### src/rtl/clock_period_monitor.sv
// Measures period and high time of an asynchronous slow clock in sourceClock cycles, with lock and loss detection.
// Define CLKMON_RANGE_CHECK_EN to compile in the MIN_PERIOD/MAX_PERIOD range check driving outOfRange.
module clock_period_monitor #(
  parameter int TIMEOUT     = 2048,
  parameter int LOCK_COUNT  = 4,
  parameter int SYNC_STAGES = 2,
`ifdef CLKMON_RANGE_CHECK_EN
  parameter int MIN_PERIOD  = 90,
  parameter int MAX_PERIOD  = 110,
`endif
  localparam int W = $clog2(TIMEOUT + 1)
) (
  input  logic         sourceClock,
  input  logic         reset,
  input  logic         clkIn,
  input  logic         measureEnable,
  output logic [W-1:0] period,
  output logic [W-1:0] highTime,
  output logic         valid,
  output logic         locked,
  output logic         lost,
  output logic         outOfRange
);

  typedef enum logic [1:0] {IDLE, ARM, MEASURE, LOST} state_t;

  localparam logic [W-1:0] TIMEOUT_W = W'(TIMEOUT);
  localparam logic [3:0]   LOCK_W    = 4'(LOCK_COUNT);
`ifdef CLKMON_RANGE_CHECK_EN
  localparam logic         LOST_OOR  = 1'b1;
`else
  localparam logic         LOST_OOR  = 1'b0;
`endif

  logic [SYNC_STAGES-1:0] sync_reg;
  logic                   delayed_reg;
  logic                   synced;
  logic                   rise_event;
  logic                   fall_event;

  state_t                 state_reg;
  logic [W-1:0]           counter_reg;
  logic [W-1:0]           period_reg;
  logic [W-1:0]           high_time_reg;
  logic [W-1:0]           high_latched_reg;
  logic                   fall_seen_reg;
  logic                   valid_reg;
  logic                   locked_reg;
  logic                   lost_reg;
  logic                   out_of_range_reg;
  logic [3:0]             match_reg;

  logic [W-1:0]           counter_next;
  logic [W-1:0]           period_next;
  logic [3:0]             match_next;
  logic                   range_bad;
  logic                   lock_next;

  always_ff @(posedge sourceClock) begin
    if (reset) begin
      sync_reg    <= '0;
      delayed_reg <= 1'b0;
    end else begin
      sync_reg    <= {sync_reg[SYNC_STAGES-2:0], clkIn};
      delayed_reg <= sync_reg[SYNC_STAGES-1];
    end
  end

  assign synced     = sync_reg[SYNC_STAGES-1];
  assign rise_event = synced & ~delayed_reg;
  assign fall_event = ~synced & delayed_reg;

  always_comb begin
    counter_next = (counter_reg == TIMEOUT_W) ? counter_reg : counter_reg + 1'b1;
    period_next  = counter_reg + 1'b1;
    if (period_next != period_reg)
      match_next = 4'd1;
    else if (match_reg == LOCK_W)
      match_next = match_reg;
    else
      match_next = match_reg + 4'd1;
`ifdef CLKMON_RANGE_CHECK_EN
    range_bad = (int'(period_next) < MIN_PERIOD) || (int'(period_next) > MAX_PERIOD);
`else
    range_bad = 1'b0;
`endif
    lock_next = (match_next == LOCK_W) && !range_bad;
  end

  always_ff @(posedge sourceClock) begin
    if (reset) begin
      state_reg        <= IDLE;
      counter_reg      <= '0;
      period_reg       <= '0;
      high_time_reg    <= '0;
      high_latched_reg <= '0;
      fall_seen_reg    <= 1'b0;
      valid_reg        <= 1'b0;
      locked_reg       <= 1'b0;
      lost_reg         <= 1'b0;
      out_of_range_reg <= 1'b0;
      match_reg        <= '0;
    end else begin
      valid_reg <= 1'b0;
      // Disable takes priority over any edge seen in the same cycle.
      if (!measureEnable) begin
        state_reg        <= IDLE;
        counter_reg      <= '0;
        fall_seen_reg    <= 1'b0;
        locked_reg       <= 1'b0;
        lost_reg         <= 1'b0;
        out_of_range_reg <= 1'b0;
        match_reg        <= '0;
      end else begin
        case (state_reg)
          IDLE: begin
            counter_reg <= '0;
            state_reg   <= ARM;
          end
          ARM: begin
            if (rise_event) begin
              counter_reg   <= '0;
              fall_seen_reg <= 1'b0;
              state_reg     <= MEASURE;
            end else begin
              counter_reg <= counter_next;
              if (counter_next == TIMEOUT_W) begin
                state_reg        <= LOST;
                lost_reg         <= 1'b1;
                locked_reg       <= 1'b0;
                match_reg        <= '0;
                out_of_range_reg <= LOST_OOR;
              end
            end
          end
          MEASURE: begin
            if (rise_event) begin
              counter_reg      <= '0;
              period_reg       <= period_next;
              high_time_reg    <= fall_seen_reg ? high_latched_reg : '0;
              fall_seen_reg    <= 1'b0;
              valid_reg        <= 1'b1;
              match_reg        <= match_next;
              locked_reg       <= lock_next;
              out_of_range_reg <= range_bad;
            end else begin
              if (fall_event) begin
                high_latched_reg <= counter_reg + 1'b1;
                fall_seen_reg    <= 1'b1;
              end
              counter_reg <= counter_next;
              if (counter_next == TIMEOUT_W) begin
                state_reg        <= LOST;
                lost_reg         <= 1'b1;
                locked_reg       <= 1'b0;
                match_reg        <= '0;
                out_of_range_reg <= LOST_OOR;
              end
            end
          end
          LOST: begin
            if (rise_event) begin
              counter_reg   <= '0;
              fall_seen_reg <= 1'b0;
              lost_reg      <= 1'b0;
              state_reg     <= MEASURE;
            end else begin
              counter_reg <= counter_next;
            end
          end
          default: state_reg <= IDLE;
        endcase
      end
    end
  end

  assign period     = period_reg;
  assign highTime   = high_time_reg;
  assign valid      = valid_reg;
  assign locked     = locked_reg;
  assign lost       = lost_reg;
  assign outOfRange = out_of_range_reg;

endmodule

### config.mk
export PLATFORM = sky130hd
export DESIGN_NAME = clock_period_monitor
export DESIGN_NICKNAME = d
export VERILOG_FILES = /design/src/rtl/clock_period_monitor.sv
export SDC_FILE = /design/constraint.sdc
export NUM_CORES = 1
export LEC_CHECK = 0
export BUFFER_PORTS_ARGS = -buffer_cell sky130_fd_sc_hd__buf_2
export CELL_PAD_IN_SITES_DETAIL_PLACEMENT = 1
export CELL_PAD_IN_SITES_GLOBAL_PLACEMENT = 2
export CORE_UTILIZATION = 38
export CTS_CLUSTER_SIZE = 28
export DETAILED_ROUTE_END_ITERATION = 6
export PLACE_DENSITY_LB_ADDON = 0.05
export SYNTH_ARGS = -nofsm -noshare
export SYNTH_HDL_FRONTEND = slang
export SYNTH_SLANG_ARGS = --single-unit
### constraint.sdc
create_clock -name sourceClock -period 3.7 [get_ports sourceClock]
set_clock_uncertainty 0.1 [all_clocks]
set_input_delay 0.37 -clock sourceClock [delete_from_list [all_inputs] [get_ports sourceClock]]
set_output_delay 0.37 -clock sourceClock [all_outputs]
set_load 0.005 [all_outputs]
=== After elaboration in Yosys (flattened, before gate mapping) ===
Cells that the tools add are included.
W data, S select, Z words.

* Magnitude comparators: 0
* Bitwise logic cells: 7
* $mul: 0
* Mux-type cells: 31
* Reductions and logical operators: 15
* Divide/modulo/power cells: 0
* Equal/unequal tests: 15
* Add/subtract/negate cells: 2
* Shift-type cells: 0

{| class="wikitable"
|+ Operator list
! cell !! count
|-
| $mux W12 || 3
|-
| $eq A12 B12 Y1 const B || 2
|-
| $pmux W12 S2 || 1
|-
| $mux W4 || 5
|-
| $add A12 B1 Y12 const B || 1
|-
| $mux W1 || 12
|-
| $ne A12 B12 Y1 || 1
|-
| $eq A4 B3 Y1 const B || 2
|-
| $mux W2 || 4
|-
| $ne A2 B2 Y1 const B || 4
|-
| $pmux W1 S2 || 4
|-
| $pmux W2 S4 || 1
|-
| $pmux W4 S2 || 1
|-
| $reduce_and A4 Y1 || 2
|-
| $reduce_and A3 Y1 || 2
|-
| $reduce_bool A2 Y1 || 3
|-
| $reduce_or A2 Y1 || 3
|-
| $reduce_or A3 Y1 || 2
|-
| $not A1 Y1 || 5
|-
| $add A4 B1 Y4 const B || 1
|-
| $eq A2 B2 Y1 const B || 2
|-
| $ne A2 B1 Y1 const B || 2
|-
| $reduce_and A2 Y1 || 2
|-
| $ne A3 B3 Y1 const B || 1
|-
| other kinds (3) || 4
|}

* Output and inout port bits: 28
* Word-level logic and storage cells: 83
* Bits in writable memories: 0
* Bits in latches: 0
* Input port bits: 4
* Memories kept: 0
* Bits in read-only memories: 0
* Bits in registers: 62

=== Logic depth before layout (Yosys ltp) ===
* Depth after elaboration: 6
* Depth in mapped cells: 10
* Gate-level depth less buffers: 9

=== Worst setup path after synthesis ===
No wires, ideal clock.

* Path kind: register to register
* Start: register counter_reg[0]
* End: register locked_reg (netlist: locked)
* Data arrival time: 2.227 ns
* Cell stages (with the launch flop): 10
* Library setup time: 0.117 ns
* Buffers on the path: 1
* Period minus slack after synthesis: 2.444 ns
* Required time: 3.483 ns
* Setup slack: 1.256 ns
* Cell sequence: dfxtp_1 buf_4 inv_1 ha_1 nor4b_4 nand4_2 or3_1 a221o_1 o31a_1 a22o_1

* Longest elaborated chain between the ends: 6
* Elaborated cells on any way between the ends: 11
* Those cells by class: 1 x add/sub; 4 x eq/ne; 6 x mux

{| class="wikitable"
|+ RTL lines
! element !! line !! text
|-
| start: declaration || 42 || <nowiki>logic [W-1:0] counter_reg;</nowiki>
|-
| start signal: assignment || 126 || <nowiki>counter_reg <= counter_next;</nowiki>
|-
| start signal: assignment || 151 || <nowiki>counter_reg <= counter_next;</nowiki>
|-
| start signal: assignment || 168 || <nowiki>counter_reg <= counter_next;</nowiki>
|-
| $add A12 B1 Y12 * || 75 || <nowiki>period_next = counter_reg + 1'b1;</nowiki>
|-
| named net period_next[0] || 54 || <nowiki>logic [W-1:0] period_next;</nowiki>
|-
| $ne A12 B12 Y1 or $mux W12 (tied branches) || 76, 74 ||
|-
| $mux W4 or $eq A12 B12 Y1 (tied branches) || 76, 127, 152 ||
|-
| $eq A4 B3 Y1 or $mux W1 (tied branches) || n/a ||
|-
| $mux W1, on equally long branches || n/a ||
|-
| $pmux W1 S2 * || 115 || <nowiki>case (state_reg)</nowiki>
|-
| end signal: assignment || 144 || <nowiki>locked_reg <= lock_next;</nowiki>
|-
| end: declaration || 48 || <nowiki>logic locked_reg;</nowiki>
|}

Mark *: on every way through the listed nets, which the timed path passes. The rest lies on a longest branch. The select of a mux whose other input is x is not followed.
A chain may end at the register's enable or synchronous reset.

=== Final worst setup path ===
* Start: register counter_reg[0]
* End: register locked_reg (netlist: locked)

* Longest elaborated chain between the ends: 6
* Elaborated cells on any way between the ends: 11
* Those cells by class: 1 x add/sub; 4 x eq/ne; 6 x mux

{| class="wikitable"
|+ RTL lines
! element !! line
|-
| $add A12 B1 Y12 or $eq A12 B12 Y1 (tied branches) || 74, 75
|-
| $ne A12 B12 Y1 or $mux W12 (tied branches) || 76, 74
|-
| $mux W4 or $eq A12 B12 Y1 (tied branches) || 76, 127, 152
|-
| $eq A4 B3 Y1 or $mux W1 (tied branches) || n/a
|-
| $mux W1, on equally long branches || n/a
|-
| $pmux W1 S2 * || 115
|}

Mark *: on every way between the ends. The rest lies on a longest branch, timed or not. The select of a mux whose other input is x is not followed.

==> impl_metrics.json <==
{
  "syn_avg_cell_area_um2": 8.503,
  "die_area_mm2": 0.008464,
  "synth_nets": 376,
  "post_cts_resized": 0,
  "worst_r2r_endpoint": "locked$_SDFFE_PP0P_",
  "clk_pin_slew_worst_paths_ns": 0.08,
  "seq_area_mm2": 0.001241,
  "core_area_mm2": 0.007767,
  "gp_congestion": 0.8028,
  "multi_input_area_mm2": 0.001664,
  "synth_area_leaders": "dfxtp_1 40%, nor2_1 6.7%, a211oi_1 5.9%",
  "antenna_left": 0,
  "cts_buffers": 9,
  "hold_depth": 2,
  "critPathBufInv": 0,
  "path_class": "register to register",
  "leakagePower_nw": 1.292,
  "drc": 0,
  "fillers": 937,
  "drt_iter0_markers": 100,
  "path_cells": "ha_1 > nand4_2 > nor3_1 > o21ai_0 > a2111oi_2 > nand4_1 > a31oi_1 > a22o_1",
  "holdBufCountCts": 0,
  "overflow": 0,
  "tightestPinTransition_ns": 0.7851,
  "num_io_pins": 32,
  "max_freq_ghz": 0.3270,
  "yosysTopAreaCellShare": 0.4033,
  "end_kind": "register",
  "yosysUniqueCellTypes": 54,
  "htreeDepth": 3,
  "die_x_um": 92,
  "grt_max_degree": 42,
  "relSlewSlack": 0.4766,
  "yosys.area.top_type": "dfxtp_1",
  "slowest_stage": "dfxtp_1",
  "antenna_found_initial": 0,
  "reg2reg_from": "counter_reg[0]$_SDFF_PP0_",
  "rows": 32,
  "grt_pass1_wl_um": 13120,
  "min_path_type": "input pin to register",
  "via_count": 2592,
  "status": "complete, no violations",
  "firstDrtPassIters": 4,
  "initial_utilization": 0.3963,
  "cts_tree": "done",
  "ys_seq_area_frac": 0.4033,
  "place_hpwl_um": 5549,
  "hold_viol_final": 0,
  "postSynthCellCount": 362,
  "worst_ep_arrival_time_ns": 3.24,
  "wl_um": 7901,
  "synth_edf_count": 0,
  "io_buffer_count": 31,
  "grt_pass1_vias": 2551,
  "syn_to_final_growth_pct": 13.37,
  "drv_slew": 0,
  "setup_viol": 0,
  "max_stage_delay_ns": 0.58,
  "grt_use_total": 0.1998,
  "period_minus_slack_ns": 3.058,
  "peakVddDrop_uv": 190.8,
  "crit_cells": 8,
  "maxCapViolCount": 0,
  "hold_start": "clkIn",
  "insertion_delay_ns": 0.34,
  "finalSetupTns_ns": 0,
  "cts_buffer_depth": 2,
  "worstPathMaxFanout": 11,
  "worst_r2r_path_depth": 8,
  "synth-async-reset-ratio": 0,
  "synth_seq_cells": 62,
  "postCtsSetupBuffers": 0,
  "fp.dieH_um": 92,
  "whs_ns": 0.1486,
  "yosysWarnings": 0,
  "critical-path-top-delay-family": "compound AO/OA/AOI/OAI gates",
  "cts_root_buf": "clkbuf_8",
  "power_density_mw_per_mm2": 400.0,
  "synthesis.area_mm2": 0.003078,
  "cp-start-kind": "register",
  "drive_gt1_frac": 0.1528,
  "nets": 395,
  "routedWlPerCell_um": 16.19,
  "rsz0062_at_grt": "false",
  "hold_path_end": "sync_reg[0]$_SDFF_PP0_",
  "viasPerCell": 5.311,
  "finalCritPeriodShare": 0.8265,
  "antenna_cells": 0,
  "numClockSinks": 62,
  "synth_flop_cell": "dfxtp_1",
  "worstPathRequired_ns": 3.89,
  "rrSetupSlack_ns": 0.64
}
through the flow:
stage	std cells	worst slack, ns	cell area, µm²	total power, mW	util
global placement	472	0.9272	3259	0.7227	0.4196
CTS	488	0.6645	3490	1.416	0.4493
finish	488	0.6418	3490	1.396	0.4493
global route	488	0.3302	3490	1.449	0.4493
floorplan	362	1.256	3078	0.7122	-
detailed placement	472	0.7019	3259	0.7235	0.4196
synth_stat cells, drive strengths merged (4+ instances only):
master	instances
a211oi	24
a21oi	21
buf	6
clkbuf	19
dfxtp	62
ha	10
inv	15
nand2	24
nand2b	4
nand3	22
nand4	7
nor2	55
nor2b	6
nor3	7
o21ai	12
xnor2	11
xor2	6
worst max path at each step:
stage	start	to	slack (ns)
finish	counter_reg[0]$_SDFF_PP0_	locked$_SDFFE_PP0P_	0.64
global route	counter_reg[0]$_SDFF_PP0_	locked$_SDFFE_PP0P_	0.33
CTS	counter_reg[0]$_SDFF_PP0_	locked$_SDFFE_PP0P_	0.66
detailed placement	counter_reg[0]$_SDFF_PP0_	locked$_SDFFE_PP0P_	0.70
global placement	counter_reg[0]$_SDFF_PP0_	locked$_SDFFE_PP0P_	0.93
floorplan	counter_reg[0]$_SDFF_PP0_	locked$_SDFFE_PP0P_	1.26
logic make-up after synthesis:
group           Yosys count  synth area share
mux                       1          0.003252
xor+xnor                 20           0.07114
simple gates            149            0.2496
compound gates           80            0.1760
fa+ha+maj                10           0.04065
buf+inv                  40           0.05610
flops                    62            0.4033
layout by cell type, fill, tap and decap left out, types with 7 or more instances in the layout:
| cell type | netlist | final |
|---|---|---|
| nor3_1 | 7 | 7 |
| a21oi_1 | 21 | 21 |
| nand3_1 | 21 | 21 |
| inv_1 | 15 | 15 |
| o21ai_0 | 12 | 12 |
| dfxtp_1 | 62 | 62 |
| a211oi_1 | 24 | 24 |
| ha_1 | 10 | 10 |
| buf_2 | 3 | 31 |
| xnor2_1 | 11 | 11 |
| nor2_1 | 55 | 55 |
| nand2_1 | 24 | 24 |
| clkbuf_8 | 0 | 10 |
metal layers:
metal,wire length (µm),track usage,part of all wire
met1,3908,0.2606,0.49
met2,3669,0.3271,0.46
met3,177,0.03234,0.022
met4,145,0.08333,0.018
met5,0,0,0
cell type report:
| class | instances | area share |
|---|---|---|
| multi-input combinational | 260 | 0.4769 |
| sequential | 62 | 0.3557 |
| timing repair buffer | 33 | 0.04876 |
| clock buffer | 10 | 0.03944 |
| tap | 102 | 0.03657 |
| clock inverter | 6 | 0.02653 |
| inverter | 15 | 0.01613 |
where the power goes:
part           total [mW]  internal (mW)  switching, mW
Clock               0.688          0.401          0.287
Sequential          0.673          0.669        0.00353
Combinational      0.0345         0.0114         0.0231
Total                1.40           1.08          0.314
Power figures use the tool's default switching activity.
